==> src/rtl/mux_n_1_flops_arb_if.sv <==
// ---------------------------------------------------------------------------
// mux_n_1_flops_arb_if
//   Bundle of the producer/consumer signals around the N:1 registered
//   multiplexer. The slave modport is the mux itself; the master modport is
//   whatever drives the producers and the consumer.
//
//   mode       0 = explicit selector, 1 = round-robin arbitration
//   selector   channel index used when mode = 0
//   data_in    packed producer words, channel i at [i*WIDTH +: WIDTH]
//   valid_in   per-channel data-valid
//   grant      one-hot, bit i high in the cycle channel i is captured
//   data_out   registered output word
//   valid_out  registered output valid
//   sel_out    registered index of the channel held in data_out
//   ready_out  consumer accepts data_out when valid_out && ready_out
// ---------------------------------------------------------------------------
interface mux_n_1_flops_arb_if #(
  parameter int WIDTH    = 2,
  parameter int CHANNELS = 4,
  parameter int SEL_W    = 2
);

  logic                      mode;
  logic [SEL_W-1:0]          selector;
  logic [CHANNELS*WIDTH-1:0] data_in;
  logic [CHANNELS-1:0]       valid_in;
  logic [CHANNELS-1:0]       grant;
  logic [WIDTH-1:0]          data_out;
  logic                      valid_out;
  logic [SEL_W-1:0]          sel_out;
  logic                      ready_out;

  modport master (
    output mode,
    output selector,
    output data_in,
    output valid_in,
    output ready_out,
    input  grant,
    input  data_out,
    input  valid_out,
    input  sel_out
  );

  modport slave (
    input  mode,
    input  selector,
    input  data_in,
    input  valid_in,
    input  ready_out,
    output grant,
    output data_out,
    output valid_out,
    output sel_out
  );

endinterface

==> src/rtl/mux_n_1_flops_arb.sv <==
// ---------------------------------------------------------------------------
// mux_n_1_flops_arb
//   Parametrised N:1 registered multiplexer with per-channel valids, output
//   valid/ready backpressure and a runtime choice between an explicit
//   selector and round-robin arbitration. The winning producer sees a
//   combinational one-hot grant in the cycle its word is captured; the word
//   appears on data_out one cycle later.
//
//   clk    rising-edge clock
//   reset  synchronous, active-high; dominates every other input
//   bus    mux_n_1_flops_arb_if.slave (see the interface for signal list)
//
//   Parameters: WIDTH bits per channel, CHANNELS inputs (>= 2),
//   SEL_W index width with 2**SEL_W >= CHANNELS.
// ---------------------------------------------------------------------------
module mux_n_1_flops_arb #(
  parameter int WIDTH    = 2,
  parameter int CHANNELS = 4,
  parameter int SEL_W    = 2
) (
  input  logic                    clk,
  input  logic                    reset,
  mux_n_1_flops_arb_if.slave      bus
);

  // CHANNELS always fits in SEL_W+1 bits because 2**SEL_W >= CHANNELS.
  localparam logic [SEL_W:0]   CH_COUNT = (SEL_W+1)'(CHANNELS);
  localparam logic [SEL_W-1:0] LAST_CH  = SEL_W'(CHANNELS - 1);

  // Registered state.
  logic [WIDTH-1:0]          data_q;
  logic                      valid_q;
  logic [SEL_W-1:0]          sel_q;
  logic [SEL_W-1:0]          ptr_q;   // round-robin start point, always < CHANNELS

  // Decision logic.
  logic                      free;
  logic [CHANNELS-1:0]       sel_onehot;
  logic                      sel_hit;
  logic [2*CHANNELS-1:0]     valid_dbl;
  logic [CHANNELS-1:0]       valid_rot;
  logic                      rr_hit;
  logic [SEL_W:0]            rr_sum;
  logic [SEL_W-1:0]          rr_ch;
  logic                      cand_hit;
  logic [SEL_W-1:0]          cand_ch;
  logic                      capture;
  logic [CHANNELS-1:0]       grant_vec;
  logic [WIDTH-1:0]          data_pick;
  logic [SEL_W-1:0]          ptr_next;

  // The output slot can take a new word when it is empty or being drained
  // this very cycle, which gives back-to-back streaming.
  assign free = !valid_q || bus.ready_out;

  // Explicit selection: an out-of-range selector matches no channel, so it
  // can never produce a grant.
  always_comb begin
    // NOTE: every always_comb output gets a default before any branch, so
    // no path leaves it unassigned and no latch is inferred.
    sel_onehot = '0;
    for (int i = 0; i < CHANNELS; i++) begin
      sel_onehot[i] = (bus.selector == SEL_W'(i));
    end
    sel_hit = |(bus.valid_in & sel_onehot);
  end

  // Round-robin: rotate the valids so that bit k of valid_rot is channel
  // (ptr + k) mod CHANNELS, take the lowest set bit, then map it back to an
  // absolute channel index with a single conditional subtract.
  always_comb begin
    valid_dbl = {bus.valid_in, bus.valid_in};
    valid_rot = CHANNELS'(valid_dbl >> ptr_q);
    rr_hit    = 1'b0;
    rr_sum    = '0;
    for (int k = 0; k < CHANNELS; k++) begin
      if (!rr_hit && valid_rot[k]) begin
        rr_hit = 1'b1;
        rr_sum = {1'b0, ptr_q} + (SEL_W+1)'(k);
      end
    end
    rr_ch = (rr_sum >= CH_COUNT) ? SEL_W'(rr_sum - CH_COUNT) : SEL_W'(rr_sum);
  end

  // Mode only steers which candidate is considered; it never touches state.
  assign cand_hit = bus.mode ? rr_hit : sel_hit;
  assign cand_ch  = bus.mode ? rr_ch  : bus.selector;

  // Reset suppresses the grant in its own cycle so a producer never believes
  // a word was taken that the reset is about to discard.
  assign capture  = free && cand_hit && !reset;

  always_comb begin
    grant_vec = '0;
    for (int i = 0; i < CHANNELS; i++) begin
      grant_vec[i] = capture && (cand_ch == SEL_W'(i));
    end
  end

  // AND-OR mux driven by the one-hot grant; avoids a variable part-select.
  always_comb begin
    data_pick = '0;
    for (int i = 0; i < CHANNELS; i++) begin
      if (grant_vec[i]) begin
        data_pick = data_pick | bus.data_in[i*WIDTH +: WIDTH];
      end
    end
  end

  assign ptr_next = (cand_ch == LAST_CH) ? '0 : cand_ch + SEL_W'(1);

  // NOTE: state registers use non-blocking assignments so every flop samples
  // the pre-edge values regardless of statement order.
  always_ff @(posedge clk) begin
    if (reset) begin
      data_q  <= '0;
      valid_q <= 1'b0;
      sel_q   <= '0;
      ptr_q   <= '0;
    end else if (free) begin
      if (capture) begin
        data_q  <= data_pick;
        valid_q <= 1'b1;
        sel_q   <= cand_ch;
        if (bus.mode) begin
          ptr_q <= ptr_next;
        end
      end else begin
        // Slot drained (or already empty) with nothing to refill it: drop
        // valid but leave the last word and index visible.
        valid_q <= 1'b0;
      end
    end
    // Not free: the held word is stalled and every register keeps its value.
  end

  assign bus.grant     = grant_vec;
  assign bus.data_out  = data_q;
  assign bus.valid_out = valid_q;
  assign bus.sel_out   = sel_q;

endmodule

==> src/flat_wrapper.sv <==
// flat-port wrapper written by rule: the top's interface ports become plain ports
module mux_n_1_flops_arb_flat 
#(
  parameter int WIDTH    = 2,
  parameter int CHANNELS = 4,
  parameter int SEL_W    = 2
)
  (clk, reset, bus_mode, bus_selector, bus_data_in, bus_valid_in, bus_ready_out, bus_grant, bus_data_out, bus_valid_out, bus_sel_out);
  mux_n_1_flops_arb_if #(.WIDTH(WIDTH), .CHANNELS(CHANNELS), .SEL_W(SEL_W)) bus_i ();
  input  logic clk;
  input  logic reset;
  input wire logic [$bits(bus_i.mode)-1:0] bus_mode;
  input wire logic [$bits(bus_i.selector)-1:0] bus_selector;
  input wire logic [$bits(bus_i.data_in)-1:0] bus_data_in;
  input wire logic [$bits(bus_i.valid_in)-1:0] bus_valid_in;
  input wire logic [$bits(bus_i.ready_out)-1:0] bus_ready_out;
  output wire logic [$bits(bus_i.grant)-1:0] bus_grant;
  output wire logic [$bits(bus_i.data_out)-1:0] bus_data_out;
  output wire logic [$bits(bus_i.valid_out)-1:0] bus_valid_out;
  output wire logic [$bits(bus_i.sel_out)-1:0] bus_sel_out;
  assign bus_i.mode = bus_mode;
  assign bus_i.selector = bus_selector;
  assign bus_i.data_in = bus_data_in;
  assign bus_i.valid_in = bus_valid_in;
  assign bus_i.ready_out = bus_ready_out;
  assign bus_grant = bus_i.grant;
  assign bus_data_out = bus_i.data_out;
  assign bus_valid_out = bus_i.valid_out;
  assign bus_sel_out = bus_i.sel_out;
  mux_n_1_flops_arb #(.WIDTH(WIDTH), .CHANNELS(CHANNELS), .SEL_W(SEL_W)) u_core (.clk(clk), .reset(reset), .bus(bus_i));
endmodule
==> config.mk <==
export PLATFORM = sky130hd
export DESIGN_NAME = mux_n_1_flops_arb_flat
export DESIGN_NICKNAME = d
export VERILOG_FILES = /design/src/rtl/mux_n_1_flops_arb_if.sv /design/src/rtl/mux_n_1_flops_arb.sv /design/src/flat_wrapper.sv
export SDC_FILE = /design/constraint.sdc
export NUM_CORES = 1
export LEC_CHECK = 0
export CORE_MARGIN = 2
export CORE_UTILIZATION = 38
export CTS_CLUSTER_DIAMETER = 100
export DETAILED_ROUTE_END_ITERATION = 7
export PLACE_DENSITY = 0.77
export RECOVER_POWER = 100
export SYNTH_ARGS = -nofsm -noshare
export SYNTH_HDL_FRONTEND = slang
export SYNTH_SLANG_ARGS = --single-unit
==> constraint.sdc <==
create_clock -name clk -period 2.5 [get_ports clk]
set_input_delay 0.5 -clock clk [delete_from_list [all_inputs] [get_ports clk]]
set_output_delay 0.5 -clock clk [all_outputs]
set_load 0.03 [all_outputs]
==> results of run 1 <==
what timing repair did:
action / CTS / global route
cloned: 0 / 0
pin swaps: 4 / 2
resized for setup: 14 / 3
endpoints found under the setup margin: 4 / 1
hold endpoints to repair: 0 / 0
power groups by stage:
| stage | sequential (uW) | clock, uW | combinational [uW] |
|---|---|---|---|
| 3_3_place_gp | 133 | 0 | 180 |
| 4_1_cts | 132 | 109 | 188 |
| 2_1_floorplan | 153 | 0 | 68.7 |
| 5_1_grt | 133 | 118 | 196 |
| 3_5_place_dp | 134 | 0 | 183 |
| 6_report | 132 | 107 | 181 |
kinds of logic after synthesis:
kind of cell / after synthesis
compound gates: 15
fa+ha+maj: 4
buf+inv: 4
flops: 7
mux: 6
simple gates: 21
through the flow:
step	instances	cell area, um2	setup WS, ns	utilization [%]	setup TNS (ns)
final	115	941	0.0997	72.3	0
after global routing	115	941	0.0153	72.3	0
after CTS	115	942	0.0600	72.4	0
after detailed placement	111	896	-0.259	68.8	-1.31
after global placement	111	896	-0.220	68.8	-1.11
after floorplan	57	529	0.344	-	0
cell type report:
cell class | instances | area, um2
clock buffer | 4 | 26.3
fill | 106 | 360
inverter | 4 | 15.0
multi-input combinational | 46 | 407
sequential | 7 | 140
tap | 15 | 18.8
timing repair buffer | 39 | 334
cells in the mapped netlist:
library cell | number | area, um2
inv_1 | 4 | 15.0
a221oi_1 | 2 | 17.5
dfxtp_1 | 7 | 140
and2_1 | 4 | 25.0
o21ai_0 | 2 | 10.0
a41oi_1 | 1 | 8.76
ha_1 | 4 | 50.1
a21boi_0 | 1 | 7.51
a211oi_1 | 1 | 7.51
a21o_1 | 2 | 15.0
and3_1 | 1 | 6.26
a22o_1 | 2 | 17.5
nand2b_1 | 2 | 12.5
mux2i_1 | 5 | 50.1
o221ai_1 | 1 | 8.76
mux4_2 | 1 | 22.5
a211oi_4 | 1 | 20.0
nor2b_1 | 6 | 37.5
nor3_1 | 1 | 5.00
or2_2 | 1 | 6.26
o211ai_1 | 1 | 7.51
o41ai_2 | 1 | 16.3
nor2_1 | 2 | 7.51
nand2_1 | 4 | 15.0
per-layer routing:
metal | track usage (%) | vias to the layer above | routed length (um)
met5 | 0 | - | 0
met4 | 5.65 | 0 | 21
met3 | 6.91 | 2 | 130
met2 | 37.9 | 29 | 738
met1 | 16.7 | 265 | 570
li1 | - | 296 | -
worst max-delay path: cells and delay by family:
family	cells	cell delay [ns]
buffers and inverters	3	0.61
AOI/OAI and AO/OA	2	0.32
and+or+nand+nor	2	0.28
adders and majority gates	1	0.19
flip-flops by register name, summed over array words and instances (netlist names):
signal / cells
u_core.ptr_q: 2
u_core.bus.valid_out: 1
u_core.bus.data_out: 2
u_core.bus.sel_out: 2
how the worst min path moves through the flow:
stage,end,cells after the start
2_1_floorplan,u_core.ptr_q[0],2
3_3_place_gp,u_core.bus.data_out[0],2
3_5_place_dp,u_core.bus.sel_out[0],2
4_1_cts,u_core.bus.sel_out[0],2
5_1_grt,u_core.bus.sel_out[0],2
6_report,u_core.bus.sel_out[0],2
==> summary.txt, run 1 <==
Run status
  – Outcome: complete, no violations

STA
  – Tightest Pin Transition: 0.398 ns
  – Final slew viol count: 0
  – F_max: 417 MHz
  – Slew headroom: 73.2%
  – Clock Skew: 0.00986 ns
  – Final setup fails: 0
  – Final Hold Slack: 0.451 ns
  – Hold Fails Final Rpt: 0
  – Period utilisation layout: 96.0%
  – RSZ-0062 raised after global routing: false
  – Crit path time final: 2.40 ns

CTS
  – Clk Latency, worst-skew pair: 0.26 ns
  – Root buf cell: clkbuf_4
  – TritonCTS buffer count: 3
  – CTS tree: built
  – CTS sink count: 7
  – Post-CTS setup buffer count: 0
  – Worst-path clk slew: 0.05 ns
  – # hold bufs at CTS: 0
  – CTS HTree Levels: 1
  – CTS max path bufs: 2

Synth
  – Synth Register Bits: 7
  – Seq/Total Area, Yosys: 26.5%
  – Xor/xnor share of the synthesized area: 0%
  – Synth Area in Compound Gates: 25.8%
  – Synthesized area: 529 um2
  – Syn Nets: 79
  – Synthesized netlist cell count: 57
  – Synth warn: 0
  – Synth Area per Inst: 9.29 um2
  – Mux contribution to synthesized area: 13.7%
  – Cell variety after synth: 24
  – Largest family of logic cells by synthesized area: compound AO/OA/AOI/OAI gates
  – Post-Synth Simple-Gate Area: 21.7%
  – Synthesized-area fraction occupied by adder cells: 9.46%

Worst setup path
  – Crit Path Category: input port to output port
  – Worst setup path startpoint: bus_valid_in[2]
  – Worst EP required: 2.00 ns
  – R2R Path End: u_core.bus.data_out[1]
  – Crit. End Element: output port
  – R2r setup slk: 0.59 ns
  – CP most frequent cell: buf_4
  – Max FO, Critical Path: 5
  – CP max stage delay: 0.28 ns
  – Origin of the critical flop-to-flop path: u_core.ptr_q[1]
  – Reg2reg path depth: 9
  – Crit path cell chain: dlygate4sd2_1 > nor2b_1 > o21ai_2 > a41oi_2 > buf_4 > ha_1 > and2_0 > buf_4
  – Crit start category: input port
  – Capture point of the worst path: bus_grant[0]
  – Slowest cell on crit path: dlygate4sd2_1
  – WP data arrival: 1.90 ns

Pwr
  – Worst vdd ir: 0.237 mV
  – Pleak: 0.000426 uW
  – Combinational power share: 43.2%
  – Overall power: 420 uW
  – Net Switching: 141 uW
  – Cell area power density: 446 nW/um2
  – Sw frac: 33.6%
  – Register share of total power: 31.3%
  – Internal power: 279 uW
  – Clock Power Share: 25.4%

Min path
  – Worst hold path startpoint: u_core.bus.sel_out[0]
  – Worst hold path class: register to register

Die
  – Die H: 41.3 um
  – FP Rows: 13
  – # IOs: 27
  – Initial core utilization: 40.7%
  – Area of the core: 1300 um2
  – Die Width: 41.3 um
  – Die area: 1710 um2

Cells and area
  – Commonest non-fill, non-tap cell in the layout: buf_4
  – Leading cell types in the layout, fill and taps excluded: buf_4 (15), clkdlybuf4s50_1 (11), dfxtp_1 (7)
  – Nets@finish: 123
  – Diodes inserted: 0
  – Area growth, synth to finish: 77.8%
  – Layout cells sized above 1: 29.0%

GRT
  – Tot GR Track Use: 18.7%
  – First-pass GRT wire length: 2.01 mm
  – Vias in the first global route: 527
  – Antenna violations before repair: 0
  – Pin count of the biggest net entering global routing: 6
  – Grt total ovfl: 0

Drt
  – DRT antenna net count: 0
  – Starting DRT DRC Count: 3
  – Initial DRT Pass Iterations: 2
  – # DRC: 0
  – Routed wire length: 1.46 mm
  – Routed via count: 592
  – DR vias/cell: 5.15
  – WL/cell: 12.7 um

Placement
  – RD Place Congestion: 0.828
  – HPWL after DPL: 1.25 mm
  – # port buffers: 26

Run
  – Max_cap viols: 0
(Power assumes the default switching activity.)
==> run 2: changes to the inputs <==
GPL_ROUTABILITY_DRIVEN = 0   (was unset)
==> results of run 2 <==
No change in the layout: final DEF, timing and power equal those of run 1.
